===== src/rtl/cla_subtractor_pipe_pkg.sv =====
// -----------------------------------------------------------------------------
// cla_subtractor_pipe_pkg
// Shared constants and types for the two-stage borrow-lookahead subtractor.
//   DEFAULT_WIDTH  : default operand width of the pipeline
//   HALF           : width of one pipeline slice at the default width
//   s1_payload_t   : stage-1 register contents at the default width
//                    (low difference, mid borrow, upper operand halves)
//   width_ok()     : legality test for the WIDTH parameter (even, >= 4)
// -----------------------------------------------------------------------------
package cla_subtractor_pipe_pkg;

   localparam int DEFAULT_WIDTH = 32;
   localparam int HALF          = DEFAULT_WIDTH / 2;

   typedef struct packed {
      logic [HALF-1:0] lo_diff;
      logic            mid_borrow;
      logic [HALF-1:0] a_hi;
      logic [HALF-1:0] b_hi;
   } s1_payload_t;

   function automatic bit width_ok(input int w);
      return (w >= 4) && ((w % 2) == 0);
   endfunction

endpackage


===== src/rtl/cla_subtractor_pipe_bla_slice.sv =====
// -----------------------------------------------------------------------------
// bla_slice
// Combinational N-bit borrow-lookahead subtractor: d = x - y - bin.
//   x    : minuend slice
//   y    : subtrahend slice
//   bin  : borrow into bit 0
//   d    : difference slice
//   bout : borrow out of bit N-1
// Borrows are formed with a Kogge-Stone parallel prefix over the per-bit
// (generate, propagate) pairs, so depth grows with log2(N), not N.
// -----------------------------------------------------------------------------
module bla_slice
   import cla_subtractor_pipe_pkg::*;
#(
   parameter int N = HALF
)(
   input  logic [N-1:0] x,
   input  logic [N-1:0] y,
   input  logic         bin,
   output logic [N-1:0] d,
   output logic         bout
);

   localparam int LEVELS = (N > 1) ? $clog2(N) : 1;

   logic [N-1:0]              p;     // borrow passes through this bit
   logic [N-1:0]              g;     // this bit creates a borrow
   logic [LEVELS:0][N-1:0]    gk;    // group generate over bits [i:0] after each level
   logic [LEVELS:0][N-1:0]    pk;    // group propagate over bits [i:0] after each level
   logic [N:0]                br;    // br[i] = borrow into bit i

   genvar gi;
   generate
      for (gi = 0; gi < N; gi++) begin : g_bit
         assign p[gi] = ~(x[gi] ^ y[gi]);
         assign g[gi] = ~x[gi] & y[gi];
         assign d[gi] = x[gi] ^ y[gi] ^ br[gi];
      end
   endgenerate

   always_comb begin
      gk    = '0;
      pk    = '0;
      br    = '0;
      gk[0] = g;
      pk[0] = p;
      for (int l = 0; l < LEVELS; l++) begin
         for (int i = 0; i < N; i++) begin
            if (i >= (1 << l)) begin
               gk[l+1][i] = gk[l][i] | (pk[l][i] & gk[l][i - (1 << l)]);
               pk[l+1][i] = pk[l][i] & pk[l][i - (1 << l)];
            end else begin
               gk[l+1][i] = gk[l][i];
               pk[l+1][i] = pk[l][i];
            end
         end
      end
      // The incoming borrow enters every prefix through its group propagate.
      br[0] = bin;
      for (int i = 0; i < N; i++) begin
         br[i+1] = gk[LEVELS][i] | (pk[LEVELS][i] & bin);
      end
   end

   assign bout = br[N];

endmodule


===== src/rtl/cla_subtractor_pipe.sv =====
// -----------------------------------------------------------------------------
// cla_subtractor_pipe
// Two-stage pipelined subtractor computing (a - b - bin) mod 2^WIDTH with
// valid/ready handshakes on both sides.
//   clk, rst_n           : clock, asynchronous active-low reset
//   in_valid / in_ready  : operand beat handshake
//   a, b, bin            : minuend, subtrahend, borrow-in
//   out_valid / out_ready: result beat handshake
//   diff                 : difference
//   bout                 : unsigned borrow-out (a < b + bin)
//   ovf                  : two's-complement signed overflow
//   zero                 : diff == 0
// Stage 1 resolves the low half and the mid borrow; stage 2 resolves the upper
// half from the registered mid borrow. All result outputs come straight from
// stage-2 registers.
// -----------------------------------------------------------------------------
module cla_subtractor_pipe
   import cla_subtractor_pipe_pkg::*;
#(
   parameter int WIDTH = DEFAULT_WIDTH
)(
   input  logic             clk,
   input  logic             rst_n,
   input  logic             in_valid,
   output logic             in_ready,
   input  logic [WIDTH-1:0] a,
   input  logic [WIDTH-1:0] b,
   input  logic             bin,
   output logic             out_valid,
   input  logic             out_ready,
   output logic [WIDTH-1:0] diff,
   output logic             bout,
   output logic             ovf,
   output logic             zero
);

   localparam int SW = WIDTH / 2;

   generate
      if (!width_ok(WIDTH)) begin : g_bad_width
         $error("cla_subtractor_pipe: WIDTH must be even and at least 4");
      end
   endgenerate

   // Same shape as s1_payload_t, sized from this instance's WIDTH.
   typedef struct packed {
      logic [SW-1:0] lo_diff;
      logic          mid_borrow;
      logic [SW-1:0] a_hi;
      logic [SW-1:0] b_hi;
   } stage1_t;

   stage1_t          s1_next;
   stage1_t          s1_reg;
   logic             s1_valid_reg;
   logic             s2_valid_reg;
   logic [WIDTH-1:0] diff_reg;
   logic             bout_reg;
   logic             ovf_reg;
   logic             zero_reg;

   logic [SW-1:0]    lo_d;
   logic             lo_b;
   logic [SW-1:0]    hi_d;
   logic             hi_b;
   logic [WIDTH-1:0] diff_next;
   logic             ovf_next;
   logic             zero_next;

   logic             in_fire;
   logic             s2_ready;
   logic             s1_advance;

   // ---------------- handshake ----------------
   // A stage can take new data when it is empty or its contents leave this
   // cycle; this lets a full pipe accept, shift and emit in one cycle.
   assign s2_ready   = !s2_valid_reg || out_ready;
   assign s1_advance = s1_valid_reg && s2_ready;
   assign in_ready   = !s1_valid_reg || s1_advance;
   assign in_fire    = in_valid && in_ready;

   // ---------------- stage 1: low half ----------------
   bla_slice #(.N(SW)) u_lo (
      .x    (a[SW-1:0]),
      .y    (b[SW-1:0]),
      .bin  (bin),
      .d    (lo_d),
      .bout (lo_b)
   );

   always_comb begin
      s1_next            = '0;
      s1_next.lo_diff    = lo_d;
      s1_next.mid_borrow = lo_b;
      s1_next.a_hi       = a[WIDTH-1:SW];
      s1_next.b_hi       = b[WIDTH-1:SW];
   end

   // ---------------- stage 2: upper half ----------------
   bla_slice #(.N(SW)) u_hi (
      .x    (s1_reg.a_hi),
      .y    (s1_reg.b_hi),
      .bin  (s1_reg.mid_borrow),
      .d    (hi_d),
      .bout (hi_b)
   );

   always_comb begin
      diff_next = {hi_d, s1_reg.lo_diff};
      // Overflow only when operand signs differ and the result sign departs
      // from the minuend's sign.
      ovf_next  = (s1_reg.a_hi[SW-1] != s1_reg.b_hi[SW-1]) &&
                  (hi_d[SW-1] != s1_reg.a_hi[SW-1]);
      zero_next = (diff_next == '0);
   end

   // ---------------- pipeline registers ----------------
   always_ff @(posedge clk or negedge rst_n) begin
      if (!rst_n) begin
         s1_valid_reg <= 1'b0;
         s1_reg       <= '0;
         s2_valid_reg <= 1'b0;
         diff_reg     <= '0;
         bout_reg     <= 1'b0;
         ovf_reg      <= 1'b0;
         zero_reg     <= 1'b0;
      end else begin
         if (in_fire) begin
            s1_valid_reg <= 1'b1;
            s1_reg       <= s1_next;
         end else if (s1_advance) begin
            s1_valid_reg <= 1'b0;
         end

         if (s2_ready) begin
            s2_valid_reg <= s1_valid_reg;
         end

         // Result registers only load on a real move, so a stalled result
         // stays frozen while out_ready is low.
         if (s1_advance) begin
            diff_reg <= diff_next;
            bout_reg <= hi_b;
            ovf_reg  <= ovf_next;
            zero_reg <= zero_next;
         end
      end
   end

   assign out_valid = s2_valid_reg;
   assign diff      = diff_reg;
   assign bout      = bout_reg;
   assign ovf       = ovf_reg;
   assign zero      = zero_reg;

endmodule

===== config.mk =====
export PLATFORM = sky130hd
export DESIGN_NAME = cla_subtractor_pipe
export DESIGN_NICKNAME = d
export VERILOG_FILES = /design/src/rtl/cla_subtractor_pipe_pkg.sv /design/src/rtl/cla_subtractor_pipe_bla_slice.sv /design/src/rtl/cla_subtractor_pipe.sv
export SDC_FILE = /design/constraint.sdc
export NUM_CORES = 1
export LEC_CHECK = 0
export ABC_AREA = 1
export CAP_MARGIN = 10
export CORE_MARGIN = 3
export CORE_UTILIZATION = 57
export CTS_CLUSTER_DIAMETER = 120
export DETAILED_ROUTE_END_ITERATION = 12
export GPL_TIMING_DRIVEN = 0
export HOLD_SLACK_MARGIN = 0.15
export PLACE_DENSITY = 0.95
export SYNTH_ARGS = -nofsm -noshare
export SYNTH_HDL_FRONTEND = slang
export SYNTH_SLANG_ARGS = --single-unit

===== constraint.sdc =====
create_clock -name clk -period 4.5 [get_ports clk]
set_input_delay 0.45 -clock clk [delete_from_list [all_inputs] [get_ports clk]]
set_output_delay 0.45 -clock clk [all_outputs]
set_load 0.02 [all_outputs]

==> run metrics <==
Synth cell types=41; Combinational Power Share=0.469; initial antenna violation count=0; global-route usage over all layers=0.295; register area=0.00215 sq mm; total gr overflow=0; Crit path required time=4730 ps; CTS Root Cell=clkbuf_8; Crit path buffers/inverters=2; Max Transition Viols Final=0; first-pass GRT wire length=24.3 mm; fin nets=956; Placer Congestion=0.908; Mapped Cells=734; final setup fails=0; fraction of layout cells with a size suffix above 1=0.0583; Synth Register Bits=86; Clock Latency Late Sink=370 ps; largest net degree at the start of global routing=45; Avg Cell Area, Syn=7.26 sq um; crit-path most repeated cell=o21ai_1; setup TNS=0 ps; delay-heaviest family, CP=compound AO/OA/AOI/OAI gates; Post-route DRC=0; element type at the critical path end=flip-flop; Placed Area=0.00653 sq mm; number of flip-flops in the largest register=33; initial drt markers=407; Pwr Density=463 mW/mm^2; clock share of power=0.175; router iterations before antenna repair=5; r2r setup slk=2380 ps; clock-pin slew on the worst setup and hold paths=110 ps; Max IR drop VDD=0.000276 V; CTS Buffer Depth=2; via count=5348; biggest area consumer among synthesized cells=dfrtp_1; top cells by area, synth=dfrtp_1, nand2_1, ha_1, inv_1, o21ai_0; hpwl dp=11.9 mm; CTS buffer count=9; fin area=0.00673 sq mm; status=finished, final reports clean; RSZ-0062 raised after global routing=no; I/O pin count=106; Synthesis Warnings=0; Synth async-reset ratio=1.00; Commonest cells post-synth=nand2_1, inv_1, dfrtp_1; overall die width=103 um; slowest CP cell=clkdlybuf4s50_1; sw power=0.00132 W; Via-to-Cell Ratio=5.54; clock sinks=86; setup ws final=2260 ps; Placement Setup Slack=1950 ps; Hold Path Class=flip-flop to flip-flop; Net Count, Synth=838; Max Fclk=447 MHz; starting density of the core=0.599; Rows=34; Fin. Hold Viols=0; TritonCTS clock tree=yes; # Post-CTS Setup Buffers=0; min Tclk post-route=2240 ps; internal cell power=0.00179 W; I/O Buffers=105; Crit path largest cell delay=460 ps; core area=0.00889 sq mm; Routed WL per cell=15.6 um; Die Y=103 um; critical path type=input port to flip-flop; clock skew=17.9 ps; Post-Syn Area=0.00533 sq mm; post-CTS resize count=0; DIE AREA=0.0105 sq mm; CP Cell Sequence=clkdlybuf4s50_1, inv_1, ha_1, a21oi_1, o21ai_1, nor2_1, o21ai_1, xor2_1, o21ai_0; Layout area overhead=26.4%; DRT Wirelength=15.0 mm; Fillers=689; Max-slew headroom=0.612; ANT nets after route=0; Fin Hold WS=492 ps; H-Tree Depth=3; vias in the first global route=5242; Static Leak=3.42 nW; top-count cell post-synth=nand2_1; ant diodes=0; Synth top area share=0.404; Tightest Pin Transition=583 ps; Post-synth top flop=dfrtp_1; Multi-input gate area=0.00274 sq mm; startpoint types=input port; Post-CTS Hold Fix Bufs=1; sw frac=0.424; register area share after synthesis=0.404; final worst path period share=0.497; overall power=0.00312 W; sequential share of power=0.356; number of synthesized flops with an enable pin=0; Max Cap Viol=0; Max Fanout on Critical Path=5; WP data arrival=2460 ps
-- area by class of cell --
class,instances,share of cell area
sequential,86,0.320
tap,108,0.0201
timing repair buffer,107,0.160
multi-input combinational,533,0.407
clock buffer,10,0.0204
clock inverter,6,0.00781
inverter,98,0.0547
buffer,17,0.0102
-- worst min-delay path, stage by stage (launching register included) --
cell,delay [ps]
dfrtp_1,360
nand2_1,50
o21ai_0,60
-- final timing paths --
path | start | endpoint | cells after the start
worst min register to register | diff[29]$_DFFE_PN0P_ | diff[29]$_DFFE_PN0P_ | 2
min in group asynchronous | rst_n | diff[26]$_DFFE_PN0P_ | 2
worst max register to register | s1_reg[3]$_DFFE_PN0P_ | zero$_DFFE_PN0P_ | 11
max in group asynchronous | rst_n | s1_reg[17]$_DFFE_PN0P_ | 3
worst min-delay path | diff[29]$_DFFE_PN0P_ | diff[29]$_DFFE_PN0P_ | 2
worst max-delay path | a[1] | diff_next[6]$_DFFE_PN0P_ | 9
-- power by group through the flow --
stage / combinational (W) / sequential, W / clock, W
2_1_floorplan: 0.000710 / 0.00126 / 0
3_3_place_gp: 0.00140 / 0.00111 / 0
3_5_place_dp: 0.00144 / 0.00112 / 0
4_1_cts: 0.00145 / 0.00111 / 0.000542
5_1_grt: 0.00161 / 0.00113 / 0.000579
6_report: 0.00146 / 0.00111 / 0.000544
-- cells in the final DEF (no fill, tap or decap), types with 2 or more instances in the layout --
cell type,instances
clkbuf_1,13
nand4_1,10
buf_2,4
a21oi_1,31
inv_6,2
o21bai_1,4
xor2_1,6
a31oi_1,13
clkbuf_8,10
nand2_2,12
dfrtp_1,86
fa_1,2
nand3b_1,4
nand2_1,242
inv_2,2
and2_1,2
nand3_1,31
a21oi_2,2
ha_1,33
clkdlybuf4s50_1,104
o21ai_1,5
nor3_1,2
nor2_1,62
nor4_1,2
inv_1,96
clkinvlp_4,2
o21ai_0,49
xnor2_1,2
nor2_2,3
-- layer usage --
layer  share of wire  up-vias  global-route usage
met3           0.089       25              0.0541
met5               0        -                   0
met4           0.016        0              0.0858
li1                -     2576                   -
met2            0.46      284               0.466
met1            0.43     2463               0.418
-- logic make-up (layout without fill, tap and decap cells) --
group                    Yosys count  in the layout  share of synthesized area
XOR/XNOR                           8              8                     0.0132
adder cells (fa/ha/maj)           35             35                     0.0850
AND/OR/NAND/NOR                  379            379                      0.301
buffers and inverters            115            238                     0.0820
AO/OA/AOI/OAI                    111            111                      0.114
flip-flops                        86             86                      0.404
-- metrics by stage --
step | cells | utilization
detailed placement | 948 | 0.734
global placement | 947 | 0.732
global route | 965 | 0.757
finish | 965 | 0.757
CTS | 965 | 0.757
floorplan | 734 | -
(Power assumes the default switching activity.)
